`src/rtl/mem_arb_pkg.sv`:
```
// ---------------------------------------------------------------------------
// mem_arb_pkg
// Shared widths, opcode encodings and helpers for the frame-buffer memory
// arbiter (mem_arbiter, rr_arbiter, mem_arbiter_if).
// ---------------------------------------------------------------------------
package mem_arb_pkg;

  localparam int ADDR_W = 16;
  localparam int DATA_W = 32;
  localparam int WBEN_W = 4;

  localparam logic OP_READ  = 1'b0;
  localparam logic OP_WRITE = 1'b1;

  // Width of a client index; never narrower than one bit so a single-client
  // build still has a legal vector.
  function automatic int idx_width(input int n);
    return (n > 1) ? $clog2(n) : 1;
  endfunction

  // One registered RAM access as presented on the mem_* outputs.
  typedef struct packed {
    logic              we;
    logic [ADDR_W-1:0] addr;
    logic [DATA_W-1:0] wdata;
    logic [WBEN_W-1:0] wben;
  } mem_req_t;

endpackage

```
`src/rtl/mem_arbiter_if.sv`:
```
// ---------------------------------------------------------------------------
// mem_arbiter_if
// Bundles the client request/return bus and the single RAM port of the
// memory arbiter.
//   cli_in_*       per-client request fields, client i in slice i
//   cli_out_rtr    per-client grant (combinational)
//   cli_out_rdata  shared read-return data
//   cli_out_rvalid one-hot read-return strobe
//   mem_*          synchronous frame-buffer RAM port
// Modports:
//   slave  - the arbiter itself
//   master - the surroundings: requesting engines plus the RAM
// ---------------------------------------------------------------------------
interface mem_arbiter_if
  import mem_arb_pkg::*;
#(
  parameter int N_CLIENTS = 2
);

  logic [DATA_W*N_CLIENTS-1:0] cli_in_data;
  logic [ADDR_W*N_CLIENTS-1:0] cli_in_addr;
  logic [WBEN_W*N_CLIENTS-1:0] cli_in_wben;
  logic [N_CLIENTS-1:0]        cli_in_op;
  logic [N_CLIENTS-1:0]        cli_in_rts;
  logic [N_CLIENTS-1:0]        cli_out_rtr;
  logic [DATA_W-1:0]           cli_out_rdata;
  logic [N_CLIENTS-1:0]        cli_out_rvalid;

  logic              mem_ready;
  logic              mem_en;
  logic              mem_we;
  logic [ADDR_W-1:0] mem_addr;
  logic [DATA_W-1:0] mem_wdata;
  logic [WBEN_W-1:0] mem_wben;
  logic [DATA_W-1:0] mem_rdata;

  modport slave (
    input  cli_in_data, cli_in_addr, cli_in_wben, cli_in_op, cli_in_rts,
    output cli_out_rtr, cli_out_rdata, cli_out_rvalid,
    input  mem_ready, mem_rdata,
    output mem_en, mem_we, mem_addr, mem_wdata, mem_wben
  );

  modport master (
    output cli_in_data, cli_in_addr, cli_in_wben, cli_in_op, cli_in_rts,
    input  cli_out_rtr, cli_out_rdata, cli_out_rvalid,
    output mem_ready, mem_rdata,
    input  mem_en, mem_we, mem_addr, mem_wdata, mem_wben
  );

endinterface

```
`src/rtl/mem_arbiter_rr_arbiter.sv`:
```
// ---------------------------------------------------------------------------
// rr_arbiter
// Purely combinational pointer-based arbiter: picks the first requester at
// or after ptr_i, wrapping around. Tying ptr_i to zero turns it into a
// fixed lowest-index-wins arbiter.
//   rts_i       request vector
//   ptr_i       highest-priority index this cycle
//   gnt_o       one-hot grant (all zero when no request)
//   gnt_idx_o   binary index of the granted client
//   next_ptr_o  index just after the winner (ptr_i when nothing granted)
// ---------------------------------------------------------------------------
module rr_arbiter #(
  parameter int N  = 2,
  parameter int IW = 1
) (
  input  logic [N-1:0]  rts_i,
  input  logic [IW-1:0] ptr_i,
  output logic [N-1:0]  gnt_o,
  output logic [IW-1:0] gnt_idx_o,
  output logic [IW-1:0] next_ptr_o
);

  logic found;

  // NOTE: every output of a combinational block gets a default before any
  // conditional assignment, otherwise an unassigned path infers a latch.
  always_comb begin
    gnt_o      = '0;
    gnt_idx_o  = '0;
    next_ptr_o = ptr_i;
    found      = 1'b0;
    // First pass: requesters at or above the pointer.
    for (int i = 0; i < N; i++) begin
      if (!found && rts_i[i] && (i >= int'(ptr_i))) begin
        found      = 1'b1;
        gnt_o[i]   = 1'b1;
        gnt_idx_o  = IW'(i);
        next_ptr_o = (i == N - 1) ? '0 : IW'(i + 1);
      end
    end
    // Second pass covers the wrap-around below the pointer.
    for (int i = 0; i < N; i++) begin
      if (!found && rts_i[i]) begin
        found      = 1'b1;
        gnt_o[i]   = 1'b1;
        gnt_idx_o  = IW'(i);
        next_ptr_o = (i == N - 1) ? '0 : IW'(i + 1);
      end
    end
  end

endmodule

```
`src/rtl/mem_arbiter.sv`:
```
// ---------------------------------------------------------------------------
// mem_arbiter
// Grants one client request per cycle onto a single synchronous frame-buffer
// RAM port and routes read data back to the requesting client.
//   clk   system clock, posedge
//   rst_  asynchronous active-low reset
//   bus   mem_arbiter_if.slave: client request/return bus and RAM port
// Parameters:
//   N_CLIENTS  number of engines (client 0 is the fill-rect engine)
//   RD_LAT     cycles from a read mem_en to valid mem_rdata (>= 1)
// Build option:
//   MEM_ARB_RR_EN  defined   -> round-robin pointer
//                  undefined -> fixed priority, lowest index wins
// ---------------------------------------------------------------------------
module mem_arbiter
  import mem_arb_pkg::*;
#(
  parameter int N_CLIENTS = 2,
  parameter int RD_LAT    = 1
) (
  input  logic          clk,
  input  logic          rst_,
  mem_arbiter_if.slave  bus
);

  localparam int IW    = idx_width(N_CLIENTS);
  // Tag travels one stage for the output register plus RD_LAT in the RAM.
  localparam int TAG_D = RD_LAT + 1;

  logic [N_CLIENTS-1:0] rts_eff;
  logic [N_CLIENTS-1:0] gnt;
  logic [IW-1:0]        gnt_idx;
  logic [IW-1:0]        arb_next_ptr;
  logic [IW-1:0]        ptr;
  logic                 xfer;
  logic                 push_rd;

  mem_req_t req_q, req_d;
  logic     en_q, en_d;

  logic [TAG_D-1:0] tag_vld_q, tag_vld_d;
  logic [IW-1:0]    tag_idx_q [TAG_D];

  logic [DATA_W-1:0]    rdata_q, rdata_d;
  logic [N_CLIENTS-1:0] rvalid_q, rvalid_d;

  // A stalled RAM port hides every request from the arbiter, so no grant
  // and no pointer movement happen that cycle.
  assign rts_eff = bus.cli_in_rts & {N_CLIENTS{bus.mem_ready}};

`ifdef MEM_ARB_RR_EN
  logic [IW-1:0] ptr_q, ptr_d;

  assign ptr_d = xfer ? arb_next_ptr : ptr_q;
  assign ptr   = ptr_q;

  always_ff @(posedge clk or negedge rst_) begin
    if (!rst_) ptr_q <= '0;
    else       ptr_q <= ptr_d;
  end
`else
  logic unused_next_ptr;

  assign ptr             = '0;
  assign unused_next_ptr = ^arb_next_ptr;
`endif

  rr_arbiter #(
    .N  (N_CLIENTS),
    .IW (IW)
  ) u_rr_arbiter (
    .rts_i      (rts_eff),
    .ptr_i      (ptr),
    .gnt_o      (gnt),
    .gnt_idx_o  (gnt_idx),
    .next_ptr_o (arb_next_ptr)
  );

  assign bus.cli_out_rtr = gnt;
  assign xfer            = |gnt;

  always_comb begin
    en_d    = xfer;
    req_d   = req_q;
    push_rd = 1'b0;
    // One-hot mux of the granted client's fields into the output stage.
    for (int i = 0; i < N_CLIENTS; i++) begin
      if (gnt[i]) begin
        req_d.we    = bus.cli_in_op[i];
        req_d.addr  = bus.cli_in_addr[i*ADDR_W +: ADDR_W];
        req_d.wdata = bus.cli_in_data[i*DATA_W +: DATA_W];
        req_d.wben  = (bus.cli_in_op[i] == OP_WRITE) ?
                      bus.cli_in_wben[i*WBEN_W +: WBEN_W] : '0;
        push_rd     = (bus.cli_in_op[i] == OP_READ);
      end
    end

    tag_vld_d = {tag_vld_q[TAG_D-2:0], push_rd};

    // The oldest tag lines up with mem_rdata: capture and strobe its owner.
    rvalid_d = '0;
    rdata_d  = rdata_q;
    if (tag_vld_q[TAG_D-1]) begin
      rdata_d = bus.mem_rdata;
      for (int i = 0; i < N_CLIENTS; i++) begin
        rvalid_d[i] = (tag_idx_q[TAG_D-1] == IW'(i));
      end
    end
  end

  // NOTE: sequential state uses non-blocking assignments so every register
  // samples pre-edge values regardless of statement order.
  always_ff @(posedge clk or negedge rst_) begin
    if (!rst_) begin
      en_q      <= 1'b0;
      req_q     <= '0;
      tag_vld_q <= '0;
      rdata_q   <= '0;
      rvalid_q  <= '0;
    end else begin
      en_q      <= en_d;
      req_q     <= req_d;
      tag_vld_q <= tag_vld_d;
      rdata_q   <= rdata_d;
      rvalid_q  <= rvalid_d;
    end
  end

  // NOTE: the tag index array is left out of reset on purpose; the reset
  // valid bits qualify it, so clearing it would only add reset fan-out.
  always_ff @(posedge clk) begin
    tag_idx_q[0] <= gnt_idx;
    for (int i = 1; i < TAG_D; i++) begin
      tag_idx_q[i] <= tag_idx_q[i-1];
    end
  end

  assign bus.mem_en         = en_q;
  assign bus.mem_we         = req_q.we;
  assign bus.mem_addr       = req_q.addr;
  assign bus.mem_wdata      = req_q.wdata;
  assign bus.mem_wben       = req_q.wben;
  assign bus.cli_out_rdata  = rdata_q;
  assign bus.cli_out_rvalid = rvalid_q;

endmodule

```
`src/flat_wrapper.sv`:
```
// flat-port wrapper written by rule: the top's interface ports become plain ports
module mem_arbiter_flat import mem_arb_pkg::*;
#(
  parameter int N_CLIENTS = 2,
  parameter int RD_LAT    = 1
)
  (clk, rst_, bus_cli_in_data, bus_cli_in_addr, bus_cli_in_wben, bus_cli_in_op, bus_cli_in_rts, bus_cli_out_rtr, bus_cli_out_rdata, bus_cli_out_rvalid, bus_mem_ready, bus_mem_rdata, bus_mem_en, bus_mem_we, bus_mem_addr, bus_mem_wdata, bus_mem_wben);
  mem_arbiter_if #(.N_CLIENTS(N_CLIENTS)) bus_i ();
  input  logic clk;
  input  logic rst_;
  input wire logic [$bits(bus_i.cli_in_data)-1:0] bus_cli_in_data;
  input wire logic [$bits(bus_i.cli_in_addr)-1:0] bus_cli_in_addr;
  input wire logic [$bits(bus_i.cli_in_wben)-1:0] bus_cli_in_wben;
  input wire logic [$bits(bus_i.cli_in_op)-1:0] bus_cli_in_op;
  input wire logic [$bits(bus_i.cli_in_rts)-1:0] bus_cli_in_rts;
  output wire logic [$bits(bus_i.cli_out_rtr)-1:0] bus_cli_out_rtr;
  output wire logic [$bits(bus_i.cli_out_rdata)-1:0] bus_cli_out_rdata;
  output wire logic [$bits(bus_i.cli_out_rvalid)-1:0] bus_cli_out_rvalid;
  input wire logic [$bits(bus_i.mem_ready)-1:0] bus_mem_ready;
  input wire logic [$bits(bus_i.mem_rdata)-1:0] bus_mem_rdata;
  output wire logic [$bits(bus_i.mem_en)-1:0] bus_mem_en;
  output wire logic [$bits(bus_i.mem_we)-1:0] bus_mem_we;
  output wire logic [$bits(bus_i.mem_addr)-1:0] bus_mem_addr;
  output wire logic [$bits(bus_i.mem_wdata)-1:0] bus_mem_wdata;
  output wire logic [$bits(bus_i.mem_wben)-1:0] bus_mem_wben;
  assign bus_i.cli_in_data = bus_cli_in_data;
  assign bus_i.cli_in_addr = bus_cli_in_addr;
  assign bus_i.cli_in_wben = bus_cli_in_wben;
  assign bus_i.cli_in_op = bus_cli_in_op;
  assign bus_i.cli_in_rts = bus_cli_in_rts;
  assign bus_cli_out_rtr = bus_i.cli_out_rtr;
  assign bus_cli_out_rdata = bus_i.cli_out_rdata;
  assign bus_cli_out_rvalid = bus_i.cli_out_rvalid;
  assign bus_i.mem_ready = bus_mem_ready;
  assign bus_i.mem_rdata = bus_mem_rdata;
  assign bus_mem_en = bus_i.mem_en;
  assign bus_mem_we = bus_i.mem_we;
  assign bus_mem_addr = bus_i.mem_addr;
  assign bus_mem_wdata = bus_i.mem_wdata;
  assign bus_mem_wben = bus_i.mem_wben;
  mem_arbiter #(.N_CLIENTS(N_CLIENTS), .RD_LAT(RD_LAT)) u_core (.clk(clk), .rst_(rst_), .bus(bus_i));
endmodule
```
`config.mk`:
```
export PLATFORM = sky130hd
export DESIGN_NAME = mem_arbiter_flat
export DESIGN_NICKNAME = d
export VERILOG_FILES = /design/src/rtl/mem_arb_pkg.sv /design/src/rtl/mem_arbiter_if.sv /design/src/rtl/mem_arbiter_rr_arbiter.sv /design/src/rtl/mem_arbiter.sv /design/src/flat_wrapper.sv
export SDC_FILE = /design/constraint.sdc
export NUM_CORES = 1
export LEC_CHECK = 0
export ABC_AREA = 1
export ABC_CLOCK_PERIOD_IN_PS = 1290
export CORE_MARGIN = 3
export CORE_UTILIZATION = 37
export DETAILED_ROUTE_END_ITERATION = 10
export HOLD_SLACK_MARGIN = 0.08
export PLACE_DENSITY = 0.81
export SLEW_MARGIN = 30
export SYNTH_ARGS = -nofsm -noshare
export SYNTH_HDL_FRONTEND = slang
export SYNTH_SLANG_ARGS = --single-unit
```
`constraint.sdc`:
```
create_clock -name clk -period 1.29 [get_ports clk]
set_input_delay 0.129 -clock clk [delete_from_list [all_inputs] [get_ports clk]]
set_output_delay 0.129 -clock clk [all_outputs]
set_load 0.05 [all_outputs]
```
==> Yosys cells after proc, flatten, opt, wreduce, memory -nomap -nowiden <==
Memory sizes are Yosys's and may differ from the RTL's.
Cells that the tools add are included.
{ "word_totals": {"ff_bits": 90, "wordCells": 36, "in_bits": 143, "ram_bits": 2, "output_inout_bits": 90, "n_memories": 1} }
{ "memory_table": {"columns": ["name", "depth", "width", "read_ports", "rd_clocked_by_memory_dff", "wr", "line_no", "text"], "rows": [
  ["u_core.tag_idx_q", 2, 1, 2, 0, 2, "mem_arbiter.sv:42", "logic [IW-1:0] tag_idx_q [TAG_D];"]
]} }
{ "classes": {"n_bitwise": 4, "mux": 15, "reduce_logical": 8} }
{ "op_table": {"columns": ["cell", "n"], "rows": [
  ["$mux 53", 2],
  ["$mux 1", 10],
  ["$mux 4", 2],
  ["$logic_and 1x1->1", 3],
  ["$logic_not 1->1", 3],
  ["$not 1->1", 3],
  ["$and 2x2->2", 1],
  ["$mux 2", 1],
  ["$reduce_bool 2->1", 1],
  ["$reduce_or 2->1", 1]
]} }

==> Logic depth before layout (Yosys ltp) <==
Gate-level depths: netlist (run 1).
{ "depth": {"depth_word": 12, "mapped_depth": 5} }

==> Modules after synthesis <==
From an unflattened synthesis (run 1), not the netlist that was laid out.
{ "hier_totals": {"hier_cells": 554, "hier_area_um2": 4122.7} }
{ "by_module_without_submodules": {"columns": ["module", "cells_each", "area_per_inst_um2", "instances", "seq_area_each_um2"], "rows": [
  ["mem_arbiter", 546, 4086.4, 1, 2292.2],
  ["rr_arbiter", 8, 36.3, 1, 0.0]
]} }

==> Worst setup path after synthesis (run 1) <==
Ideal clock, no wire load.
{ "synth_timing": {"path_kind": "reg-to-reg", "from": "register u_core.tag_vld_q[1]", "to": "register u_core.rdata_q[0], in the netlist u_core.bus.cli_out_rdata[0]", "period_less_slack_ps": 994, "setup_ps": 119, "stages_incl_launch_ff": 6, "arrival_ps": 875, "path_slack_ps": 296, "path_buffers": 2, "cell_sequence": "dfrtp_1 -> clkbuf_1 -> inv_1 -> buf_2 -> nand2_1 -> nand2_1"} }
{ "synth_rtl": {"columns": ["element", "line_no", "text"], "rows": [
  ["start: declaration", "mem_arbiter.sv:41", "logic [TAG_D-1:0] tag_vld_q, tag_vld_d;"],
  ["start signal: assignment", "mem_arbiter.sv:123", "tag_vld_q <= tag_vld_d;"],
  ["end signal: assignment", "mem_arbiter.sv:124", "rdata_q <= rdata_d;"],
  ["end: declaration", "mem_arbiter.sv:44", "logic [DATA_W-1:0] rdata_q, rdata_d;"]
]} }

==> Worst setup path after layout (run 1) <==
{ "layout_timing": {"from": "input port bus_mem_ready", "to": "output port bus_cli_out_rtr[1]"} }
{ "layout_via": {"elab_chain_len": 11} }
{ "layout_rtl": {"columns": ["element", "line_no", "text"], "rows": [
  ["start: declaration", "flat_wrapper.sv:19", "input wire logic [$bits(bus_i.mem_ready)-1:0] bus_mem_ready;"],
  ["$and 2x2->2 (*)", "mem_arbiter.sv:49", "assign rts_eff = bus.cli_in_rts & {N_CLIENTS{bus.mem_ready}};"],
  ["$mux 1", "mem_arbiter_rr_arbiter.sv:34", "if (!found && rts_i[i] && (i >= int'(ptr_i))) begin"],
  ["$logic_not 1->1", "mem_arbiter_rr_arbiter.sv:34", null],
  ["$logic_and 1x1->1", "mem_arbiter_rr_arbiter.sv:34", null],
  ["$mux 1", "mem_arbiter_rr_arbiter.sv:34", null],
  ["$logic_not 1->1", "mem_arbiter_rr_arbiter.sv:43", "if (!found && rts_i[i]) begin"],
  ["$logic_and 1x1->1", "mem_arbiter_rr_arbiter.sv:43", null],
  ["$mux 1", "mem_arbiter_rr_arbiter.sv:43", null],
  ["$logic_not 1->1", "mem_arbiter_rr_arbiter.sv:43", null],
  ["$logic_and 1x1->1", "mem_arbiter_rr_arbiter.sv:43", null],
  ["$mux 1 (*)", "mem_arbiter_rr_arbiter.sv:43", null],
  ["end: declaration", "flat_wrapper.sv:16", "output wire logic [$bits(bus_i.cli_out_rtr)-1:0] bus_cli_out_rtr;"]
]} }
Every way passes the cells marked *; elsewhere a longest branch is shown, timed or not.

==> flow_metrics.env, run 1 <==
export IMPL_average_wire_length_per_cell_after_detail_routing_um=15.4
export IMPL_total_leakage_power_uw=0.00352
export IMPL_post_synthesis_average_cell_area_um2=8.36
export IMPL_required_time_reported_for_the_critical_path_endpoint_ns=1.16
export IMPL_tritoncts_clock_tree="yes"
export IMPL_port_buffer_count=232
export IMPL_rows=36
export IMPL_slew_limit_headroom_pct=77.9
export IMPL_r2r_start="u_core.tag_vld_q[1]"
export IMPL_timing_reg2reg_setup_slack_ns=0.23
export IMPL_gr_total_overflow=0
export IMPL_floorplan_die_width_um=106
export IMPL_final_min_period_over_clock_period_pct=92.2
export IMPL_vias=3944
export IMPL_final_instance_count_excl_fill=820
export IMPL_routed_via_density=4.81
export IMPL_synth_fp_nets=590
export IMPL_final_critical_path_time_including_i_o_delays_and_setup_ns=1.19
export IMPL_fin_hold_ws_ns=0.213
export IMPL_die_h_um=106
export IMPL_crit_fanout=11
export IMPL_ioPinCount=233
export IMPL_clk_pin_slew_worst_paths_ns=0.10
export IMPL_ff2ff_path_depth=4
export IMPL_worst_ir_drop_vdd_uv=755
export IMPL_timing_critical_path_to_type="output port"
export IMPL_floorplan_die_area_um2=11300
export IMPL_regToRegEndpoint="u_core.bus.cli_out_rdata[25]"
export IMPL_wirelength_um=12700
export IMPL_max_cap_violations=0
export IMPL_seq_area_frac_synth_pct=61.4
export IMPL_worst_slew_pin_transition_ns=0.332
export IMPL_drt_first_pass_iters=5
export IMPL_cts_sinks=92
export IMPL_final_layout_size_suffix_gt1_share_pct=18.2
export IMPL_grt_pass1_vias=4102
export IMPL_synth_warning_count=0
export IMPL_finClkSkew_ns=0.00926
export IMPL_grt_antenna_before_repair=0
export IMPL_antenna_cells=0
export IMPL_drcViolationCount=0
export IMPL_totalPowerFinal_uw=10100
export IMPL_max_clock_freq_mhz=841
export IMPL_worst_min_delay_path_class="in2async"
export IMPL_grt_usage_pct=22.4
export IMPL_p_per_area_nw_per_um2=1360
export IMPL_synth_cell_types=15
export IMPL_final_max_slew_viol_count=0
export IMPL_finalSetupViolCount=0
export IMPL_grt_max_degree=42
export IMPL_cts_made_buffers=9
export IMPL_dpl_cell_count=801
export IMPL_preCtsSetupSlack_ns=-0.232
export IMPL_status="completed"
export IMPL_final_nets=825
export IMPL_cell_area_after_synthesis_um2=3740
export IMPL_number_of_hold_violations_in_the_final_report=0
export IMPL_cts_root_buf="sky130_fd_sc_hd__clkbuf_8"
export IMPL_worst_endpoint_arrival_ns=1.06
export IMPL_ys_seq_elements=92
export IMPL_grt_setup_unrepaired="no"
export IMPL_global_route_wire_length_before_repair_um=20100
export IMPL_initial_core_util_pct=38.2
export IMPL_dp_final_hpwl_um=9970
export IMPL_ant_nets=0
export IMPL_fin_setup_tns_ns=0
export IMPL_final_critical_path_setup_slack_ns=0.101
export IMPL_drt_iter0_markers=160
export IMPL_area_growth_synth_to_final_pct=99.4
export IMPL_clkLatencyLatePin_ns=0.34
export IMPL_post_synth_inst_count=447
export IMPL_finalWeightedCongestion=0.903
export IMPL_clock_path_buffers=2
export IMPL_core_area_um2=9770
export IMPL_crit_type="in2out"
export IMPL_crit_path_start_kind="input port"
export IMPL_htreeDepth=3
## metal layers
metal  part of all wire [%]  vias up  GRT usage, %
li1                       -     1852             -
met5                      0        -             0
met4                    2.2        0          6.58
met1                     36     1889          24.4
met2                     53      182          41.1
met3                    8.8       21          7.53
## report_power, final
part           leakage [µW]  total, µW  switching, µW  internal [µW]
registers           0.00113       3740            455           3290
logic               0.00229       4310           2160           2150
clock network      0.000104       2050           1030           1020
total               0.00352      10100           3650           6450
## worst max path at each step
stage / to / start
after floorplan: u_core.bus.cli_out_rdata[0] / u_core.tag_vld_q[1]
after global placement: bus_cli_out_rtr[1] / bus_mem_ready
after detailed placement: bus_cli_out_rtr[1] / bus_mem_ready
after CTS: bus_cli_out_rtr[1] / bus_mem_ready
after global routing: bus_cli_out_rtr[1] / bus_mem_ready
final: bus_cli_out_rtr[1] / bus_mem_ready
## through the flow
stage,utilization (%),cell area [µm²]
floorplan,-,3740
global placement,73.5,7190
detailed placement,73.5,7190
CTS,76.2,7450
global route,76.2,7450
finish,76.2,7450
## cell families after synthesis
kind of cell	count (synthesis)	synth area share [%]
AOI/OAI and AO/OA	6	0.938
buffers and inverters	29	3.68
DFF	92	61.4
and+or+nand+nor	320	34.0
## layout by cell type, fill, tap and decap left out
master,count
sky130_fd_sc_hd__dlygate4sd2_1,3
sky130_fd_sc_hd__dfrtp_1,90
sky130_fd_sc_hd__clkbuf_1,1
sky130_fd_sc_hd__bufinv_16,1
sky130_fd_sc_hd__buf_6,1
sky130_fd_sc_hd__o22ai_1,1
sky130_fd_sc_hd__dlygate4sd3_1,1
sky130_fd_sc_hd__nand2_1,264
sky130_fd_sc_hd__inv_1,5
sky130_fd_sc_hd__dfxtp_1,2
sky130_fd_sc_hd__clkinvlp_4,1
sky130_fd_sc_hd__clkdlybuf4s50_1,138
sky130_fd_sc_hd__nand3b_1,1
sky130_fd_sc_hd__nor2_4,1
sky130_fd_sc_hd__clkbuf_8,11
sky130_fd_sc_hd__nor2_1,1
sky130_fd_sc_hd__inv_2,1
sky130_fd_sc_hd__nand2_2,2
sky130_fd_sc_hd__inv_6,2
sky130_fd_sc_hd__bufbuf_16,1
sky130_fd_sc_hd__o21ai_4,1
sky130_fd_sc_hd__o21ai_0,4
sky130_fd_sc_hd__nand3_1,51
sky130_fd_sc_hd__buf_12,96
sky130_fd_sc_hd__buf_4,7
## cell usage after synthesis
cell type                  instances  area (µm²)
sky130_fd_sc_hd__buf_2            17        85.1
sky130_fd_sc_hd__buf_4             2        15.0
sky130_fd_sc_hd__clkbuf_1          4        15.0
sky130_fd_sc_hd__dfrtp_1          90        2250
sky130_fd_sc_hd__dfxtp_1           2        40.0
sky130_fd_sc_hd__inv_1             5        18.8
sky130_fd_sc_hd__inv_2             1        3.75
sky130_fd_sc_hd__nand2_1         266         998
sky130_fd_sc_hd__nand3_1          51         255
sky130_fd_sc_hd__nand3b_1          1        7.51
sky130_fd_sc_hd__nor2_1            1        3.75
sky130_fd_sc_hd__nor2_2            1        6.26
sky130_fd_sc_hd__o21ai_0           4        20.0
sky130_fd_sc_hd__o21ai_2           1        8.76
sky130_fd_sc_hd__o22ai_1           1        6.26
## repair_timing
item | CTS | global route
hold buffers | 1 | 0
setup endpoints to repair | 2 | 0
setup buffers | 1 | 0
resized for setup | 6 | 0
endpoints found under the hold margin | 90 | 0
## critical path, stage by stage
cell and delay, ns:
sky130_fd_sc_hd__dlygate4sd2_1 0.33, sky130_fd_sc_hd__nand2_2 0.14, sky130_fd_sc_hd__nor2_4 0.16, sky130_fd_sc_hd__buf_12 0.15, sky130_fd_sc_hd__buf_12 0.14
## registers in the layout, indices dropped and copies added, names as in the netlist
name / flops
u_core.bus.mem_wdata: 32
u_core.bus.mem_addr: 16
u_core.bus.mem_en: 1
u_core.bus.cli_out_rvalid: 2
u_core.bus.mem_we: 1
u_core.bus.cli_out_rdata: 32
u_core.tag_vld_q: 2
u_core.tag_idx_q: 2
u_core.bus.mem_wben: 4
## final cells by class
type / instances / area [µm²]
timing repair buffer: 247 / 3440
clock buffer: 12 / 155
inverter: 6 / 22.5
sequential: 92 / 2290
tap: 133 / 166
multi-input combinational: 326 / 1320
clock inverter: 4 / 55.1
fill: 652 / 2320
Note: power is estimated with default switching activity, not from simulation.
==> run 2, diff against run 1 <==
--- a/config.mk
+++ b/config.mk
@@ -7,7 +7,6 @@
 export LEC_CHECK = 0
 export ABC_AREA = 1
 export ABC_CLOCK_PERIOD_IN_PS = 1290
-export CORE_MARGIN = 3
 export CORE_UTILIZATION = 37
 export DETAILED_ROUTE_END_ITERATION = 10
 export HOLD_SLACK_MARGIN = 0.08
==> run 2 against run 1 <==
  * Wire length grew 1.5%
  * Global-route usage is 2.7 points higher
  * First-iteration DRC count down 46%
  * Sequential power is essentially flat
  * Cell area up 0.82%
  * Register-to-register slack better by 0.07 ns
  * Total power rose by 3.4%
  * Setup slack lost 0.070 ns
  * Highest routed layer unchanged
==> flow_metrics.env, run 2 (same netlist as run 1, synthesis figures left out) <==
export IMPL_status="completed"
export IMPL_number_of_hold_violations_in_the_final_report=0
export IMPL_regToRegEndpoint="u_core.bus.cli_out_rdata[11]"
export IMPL_average_wire_length_per_cell_after_detail_routing_um=15.5
export IMPL_finalWeightedCongestion=0.846
export IMPL_floorplan_die_width_um=102
export IMPL_grt_max_degree=41
export IMPL_clock_group_share_of_total_power_pct=22.6
export IMPL_vias=3954
export IMPL_timing_critical_path_to_type="output port"
export IMPL_r2r_start="u_core.tag_vld_q[1]"
export IMPL_gr_total_overflow=0
export IMPL_path_cells="clkdlybuf4s50_1 -> nand2_1 -> inv_2 -> buf_6 -> buf_12"
export IMPL_grt_antenna_before_repair=0
export IMPL_worst_min_delay_path_class="in2async"
export IMPL_finClkSkew_ns=0.00881
export IMPL_final_critical_path_setup_slack_ns=0.0308
export IMPL_globalRouteMet1Util_pct=25.7
export IMPL_tritoncts_clock_tree="yes"
export IMPL_core_area_um2=9770
export IMPL_crit_type="in2out"
export IMPL_grt_setup_unrepaired="no"
export IMPL_final_instance_count_excl_fill=828
export IMPL_drt_first_pass_iters=4
export IMPL_final_nets=833
export IMPL_total_leakage_power_uw=0.00356
export IMPL_floorplan_die_area_um2=10500
export IMPL_crit_fanout=10
export IMPL_initial_core_util_pct=38.2
export IMPL_cts_sinks=92
export IMPL_critical_path_top_delay_family="buffers and inverters"
export IMPL_cp_slowest_cell="sky130_fd_sc_hd__clkdlybuf4s50_1"
export IMPL_finalSetupViolCount=0
export IMPL_combPwrFrac_pct=41.5
export IMPL_crit_path_max_cell_delay_ns=0.50
export IMPL_preCtsSetupSlack_ns=-0.145
export IMPL_ant_nets=0
export IMPL_grt_util_met3_pct=8.34
export IMPL_top_usage_layer="met2"
export IMPL_net_switching_power_uw=3660
export IMPL_area_growth_synth_to_final_pct=101
export IMPL_intPower_uw=6780
export IMPL_cts_root_buf="sky130_fd_sc_hd__clkbuf_8"
export IMPL_most_common_layout_cells="sky130_fd_sc_hd__nand2_1, sky130_fd_sc_hd__clkdlybuf4s50_1, sky130_fd_sc_hd__buf_12"
export IMPL_required_time_reported_for_the_critical_path_endpoint_ns=1.16
export IMPL_port_buffer_count=232
export IMPL_worst_slew_pin_transition_ns=0.283
export IMPL_grt_pass1_vias=4053
export IMPL_slew_limit_headroom_pct=81.1
export IMPL_clkLatencyLatePin_ns=0.36
export IMPL_global_route_wire_length_before_repair_um=19800
export IMPL_drt_iter0_markers=87
export IMPL_rows=36
export IMPL_routed_via_density=4.78
export IMPL_htreeDepth=3
export IMPL_max_cap_violations=0
export IMPL_ff2ff_path_depth=4
export IMPL_wirelength_um=12900
export IMPL_seq_power_share_pct=35.9
export IMPL_dpl_cell_count=809
export IMPL_max_clock_freq_mhz=794
export IMPL_final_layout_size_suffix_gt1_share_pct=19.1
export IMPL_clk_pin_slew_worst_paths_ns=0.09
export IMPL_p_per_area_nw_per_um2=1390
export IMPL_grt_usage_pct=25.0
export IMPL_critPathBufInv=4
export IMPL_worstSetupPathDepth=5
export IMPL_crit_path_start_kind="input port"
export IMPL_worst_ir_drop_vdd_uv=681
export IMPL_dp_final_hpwl_um=9920
export IMPL_final_min_period_over_clock_period_pct=97.6
export IMPL_timing_reg2reg_setup_slack_ns=0.30
export IMPL_die_h_um=102
export IMPL_final_common_cell="sky130_fd_sc_hd__nand2_1"
export IMPL_worst_endpoint_arrival_ns=1.13
export IMPL_sw_share_pct=35.1
export IMPL_clock_path_buffers=2
export IMPL_antenna_cells=0
export IMPL_cts_made_buffers=9
export IMPL_use_met2_pct=46.8
export IMPL_final_max_slew_viol_count=0
export IMPL_drcViolationCount=0
export IMPL_final_critical_path_time_including_i_o_delays_and_setup_ns=1.26
export IMPL_ioPinCount=233
## run 2: changes by cell type in the layout (fill, tap and decap cells not counted), sizes merged
cell	before	now
buf	104	113
bufbuf	1	0
bufinv	1	3
clkbuf	12	10
clkdlybuf4s50	138	140
clkinv	0	2
dlygate4sd2	3	1
inv	8	6
## run 2: worst max-delay path by stage
stage | from | slack (ns) | end
after global placement | bus_mem_ready | -0.07 | u_core.bus.mem_wben[0]
after detailed placement | bus_mem_ready | -0.15 | u_core.bus.mem_wdata[13]
after floorplan | u_core.tag_vld_q[1] | 0.30 | u_core.bus.cli_out_rdata[0]
after global routing | bus_cli_in_rts[0] | 0.004 | bus_cli_out_rtr[0]
final | bus_cli_in_rts[0] | 0.03 | bus_cli_out_rtr[0]
after CTS | bus_cli_in_rts[0] | 0.001 | bus_cli_out_rtr[0]
## run 2: layer usage
| metal | wire (µm) | share of wire, % | vias up |
|---|---|---|---|
| li1 | - | - | 1867 |
| met1 | 4420 | 34 | 1893 |
| met2 | 6980 | 54 | 175 |
| met3 | 1240 | 9.6 | 19 |
| met4 | 221 | 1.7 | 0 |
| met5 | 0 | 0 | - |
## run 2: what timing repair did
action / 4_1_cts / 5_1_grt
gates resized for setup: 2 / 1
pin swaps: 1 / 0
hold endpoints to repair: 90 / 0
setup endpoints to repair: 2 / 1
setup buffers: 2 / 0
hold buffers: 1 / 0
## run 2: layout make-up
cell class / count / area [µm²]
flip-flops and latches: 92 / 2290
clock buffers: 10 / 138
well taps: 133 / 166
multi-input cells: 326 / 1320
repair buffers: 255 / 3460
inverters: 6 / 22.5
fillers: 617 / 2260
clock inverters: 6 / 111
## run 2: power groups by stage
stage	clock [µW]	sequential (µW)	combinational (µW)
floorplan	0	4980	468
global placement	0	3780	4270
detailed placement	0	3800	4350
CTS	2400	3750	4360
global route	2510	3790	4530
finish	2360	3750	4330
## run 2: metrics by stage
| stage | utilization, % | power (µW) | area (µm²) | TNS, ns | hold slack (ns) |
|---|---|---|---|---|---|
| finish | 76.9 | 10400 | 7510 | 0 | 0.195 |
| global route | 76.9 | 10800 | 7510 | 0 | 0.208 |
| CTS | 76.8 | 10500 | 7510 | 0 | 0.187 |
| detailed placement | 74.0 | 8150 | 7230 | -5.59 | 0.0320 |
| global placement | 74.0 | 8040 | 7230 | -2.52 | 0.0263 |
| floorplan | - | 5450 | 3740 | 0 | -0.167 |
==> run 3, diff against run 2 <==
--- a/config.mk
+++ b/config.mk
@@ -10,7 +10,7 @@
 export CORE_UTILIZATION = 37
 export DETAILED_ROUTE_END_ITERATION = 10
 export HOLD_SLACK_MARGIN = 0.08
-export PLACE_DENSITY = 0.81
+export PLACE_DENSITY = 0.85
 export SLEW_MARGIN = 30
 export SYNTH_ARGS = -nofsm -noshare
 export SYNTH_HDL_FRONTEND = slang
==> run 3 against run 2 <==
  * Clock power shrank 6%
  * Register-to-register slack got worse by 0.02 ns
  * Wire length is 2.6% higher
  * Critical path depth fell by 4
  * Clock skew about the same
  * First-iteration DRC count grew 68%
  * Count of clock-buffer cells in the layout down 1
  * Critical endpoint is now bus_cli_out_rdata[10]
  * Highest routed layer unchanged
==> flow_metrics.env, run 3 (same netlist as run 1, synthesis figures left out) <==
export IMPL_status="completed"
export IMPL_finalCoreUtilization_pct=77.1
export IMPL_crit_path_max_cell_delay_ns=0.45
export IMPL_final_max_slew_viol_count=0
export IMPL_grt_antenna_before_repair=0
export IMPL_worst_min_delay_path_class="in2reg"
export IMPL_dp_final_hpwl_um=10200
export IMPL_rows=36
export IMPL_slew_limit_headroom_pct=80.8
export IMPL_cts_made_buffers=9
export IMPL_finalSetupViolCount=0
export IMPL_routed_via_density=4.80
export IMPL_most_common_layout_cells="sky130_fd_sc_hd__nand2_1, sky130_fd_sc_hd__clkdlybuf4s50_1, sky130_fd_sc_hd__buf_12"
export IMPL_timing_critical_path_to_type="output port"
export IMPL_critPathBufInv=1
export IMPL_tritoncts_clock_tree="yes"
export IMPL_final_critical_path_time_including_i_o_delays_and_setup_ns=1.12
export IMPL_worst_ir_drop_vdd_uv=618
export IMPL_finalWeightedCongestion=0.839
export IMPL_final_instance_count_excl_fill=831
export IMPL_grt_max_degree=55
export IMPL_cts_sinks=92
export IMPL_dpl_cell_count=807
export IMPL_crit_path_start_kind="flip-flop"
export IMPL_global_route_wire_length_before_repair_um=19600
export IMPL_path_cells="buf_12"
export IMPL_floorplan_die_width_um=102
export IMPL_final_common_cell="sky130_fd_sc_hd__nand2_1"
export IMPL_total_leakage_power_uw=0.00359
export IMPL_max_cap_violations=0
export IMPL_grt_pass1_vias=4034
export IMPL_area_growth_synth_to_final_pct=102
export IMPL_number_of_hold_violations_in_the_final_report=0
export IMPL_clkLatencyLatePin_ns=0.36
export IMPL_preCtsSetupSlack_ns=-0.163
export IMPL_port_buffer_count=232
export IMPL_final_critical_path_setup_slack_ns=0.174
export IMPL_antenna_cells=0
export IMPL_average_wire_length_per_cell_after_detail_routing_um=15.9
export IMPL_ant_nets=0
export IMPL_worst_endpoint_arrival_ns=0.99
export IMPL_wirelength_um=13200
export IMPL_totalPowerFinal_uw=10300
export IMPL_final_layout_size_suffix_gt1_share_pct=19.5
export IMPL_gr_total_overflow=0
export IMPL_clk_pin_slew_worst_paths_ns=0.10
export IMPL_crit_type="reg2out"
export IMPL_p_per_area_nw_per_um2=1370
export IMPL_clock_path_buffers=2
export IMPL_finClkSkew_ns=0.00846
export IMPL_drt_first_pass_iters=6
export IMPL_grt_usage_pct=25.1
export IMPL_initial_core_util_pct=38.2
export IMPL_drt_iter0_markers=146
export IMPL_grt_setup_unrepaired="no"
export IMPL_ioPinCount=233
export IMPL_final_cell_area_um2=7540
export IMPL_die_h_um=102
export IMPL_final_min_period_over_clock_period_pct=86.5
export IMPL_drcViolationCount=0
export IMPL_max_clock_freq_mhz=896
export IMPL_critical_path_top_delay_family="flip-flops"
export IMPL_cp_slowest_cell="sky130_fd_sc_hd__dfrtp_1"
export IMPL_final_nets=836
export IMPL_crit_fanout=2
export IMPL_cts_root_buf="sky130_fd_sc_hd__clkbuf_8"
export IMPL_core_area_um2=9770
export IMPL_htreeDepth=3
export IMPL_floorplan_die_area_um2=10500
export IMPL_required_time_reported_for_the_critical_path_endpoint_ns=1.16
export IMPL_worst_slew_pin_transition_ns=0.288
export IMPL_vias=3986
export IMPL_place_area_um2=7240
## run 3: changes by cell type in the layout (fill, tap and decap cells not counted), moves of 2 or more
cell / change
sky130_fd_sc_hd__clkdlybuf4s50_1: -2
sky130_fd_sc_hd__inv_6: +2
sky130_fd_sc_hd__buf_4: +2
sky130_fd_sc_hd__buf_12: +2
## run 3: worst min-delay path: stages
cell                             delay (ns)
sky130_fd_sc_hd__dlymetal6s2s_1        0.12
sky130_fd_sc_hd__nand3b_1              0.21
sky130_fd_sc_hd__o22ai_1               0.10
## run 3: per-layer routing
layer	wire [µm]	up-vias	global-route usage, %
li1	-	1873	-
met1	4490	1875	25.3
met2	7100	205	46.6
met3	1180	33	7.66
met4	409	0	12.2
met5	0	-	0
## run 3: layout make-up
cell class | count | area, µm²
clock buffers | 9 | 124
clock inverters | 7 | 105
fillers | 619 | 2240
inverters | 6 | 22.5
multi-input cells | 326 | 1320
flip-flops and latches | 92 | 2290
well taps | 133 | 166
repair buffers | 258 | 3510
## run 3: final timing paths
check | from | end | slack, ns | cells after the start
hold reg to reg | u_core.tag_idx_q[0][0] | u_core.tag_idx_q[0][1] | 0.33 | 0
setup / recovery | u_core.bus.cli_out_rdata[10] | bus_cli_out_rdata[10] | 0.17 | 1
max in group asynchronous | rst_ | u_core.bus.mem_wdata[23] | 0.69 | 3
hold / removal | bus_cli_in_rts[0] | u_core.tag_vld_q[0] | 0.24 | 3
setup reg to reg | u_core.tag_vld_q[1] | u_core.bus.cli_out_rdata[25] | 0.28 | 4
min in group asynchronous | rst_ | u_core.bus.cli_out_rdata[20] | 0.31 | 3
## run 3: power breakdown
group	total, µW	switching (µW)	internal, µW	leakage, µW
sequential	3750	466	3290	0.00113
combinational	4350	2190	2160	0.00234
clock	2220	1100	1120	0.000112
total	10300	3750	6570	0.00359
## run 3: per-stage QoR
step                      hold slack, ns  TNS [ns]
after floorplan                   -0.167         0
final                              0.240         0
after global routing               0.232         0
after detailed placement           0.128     -6.39
after CTS                          0.269         0
after global placement             0.124     -3.54
## run 3: timing repair
item	in CTS	in global routing
pin swaps	1	1
hold endpoints to repair	90	0
endpoints found under the setup margin	2	2
gates resized for setup	3	1
hold buffers	1	0
setup buffers	1	6
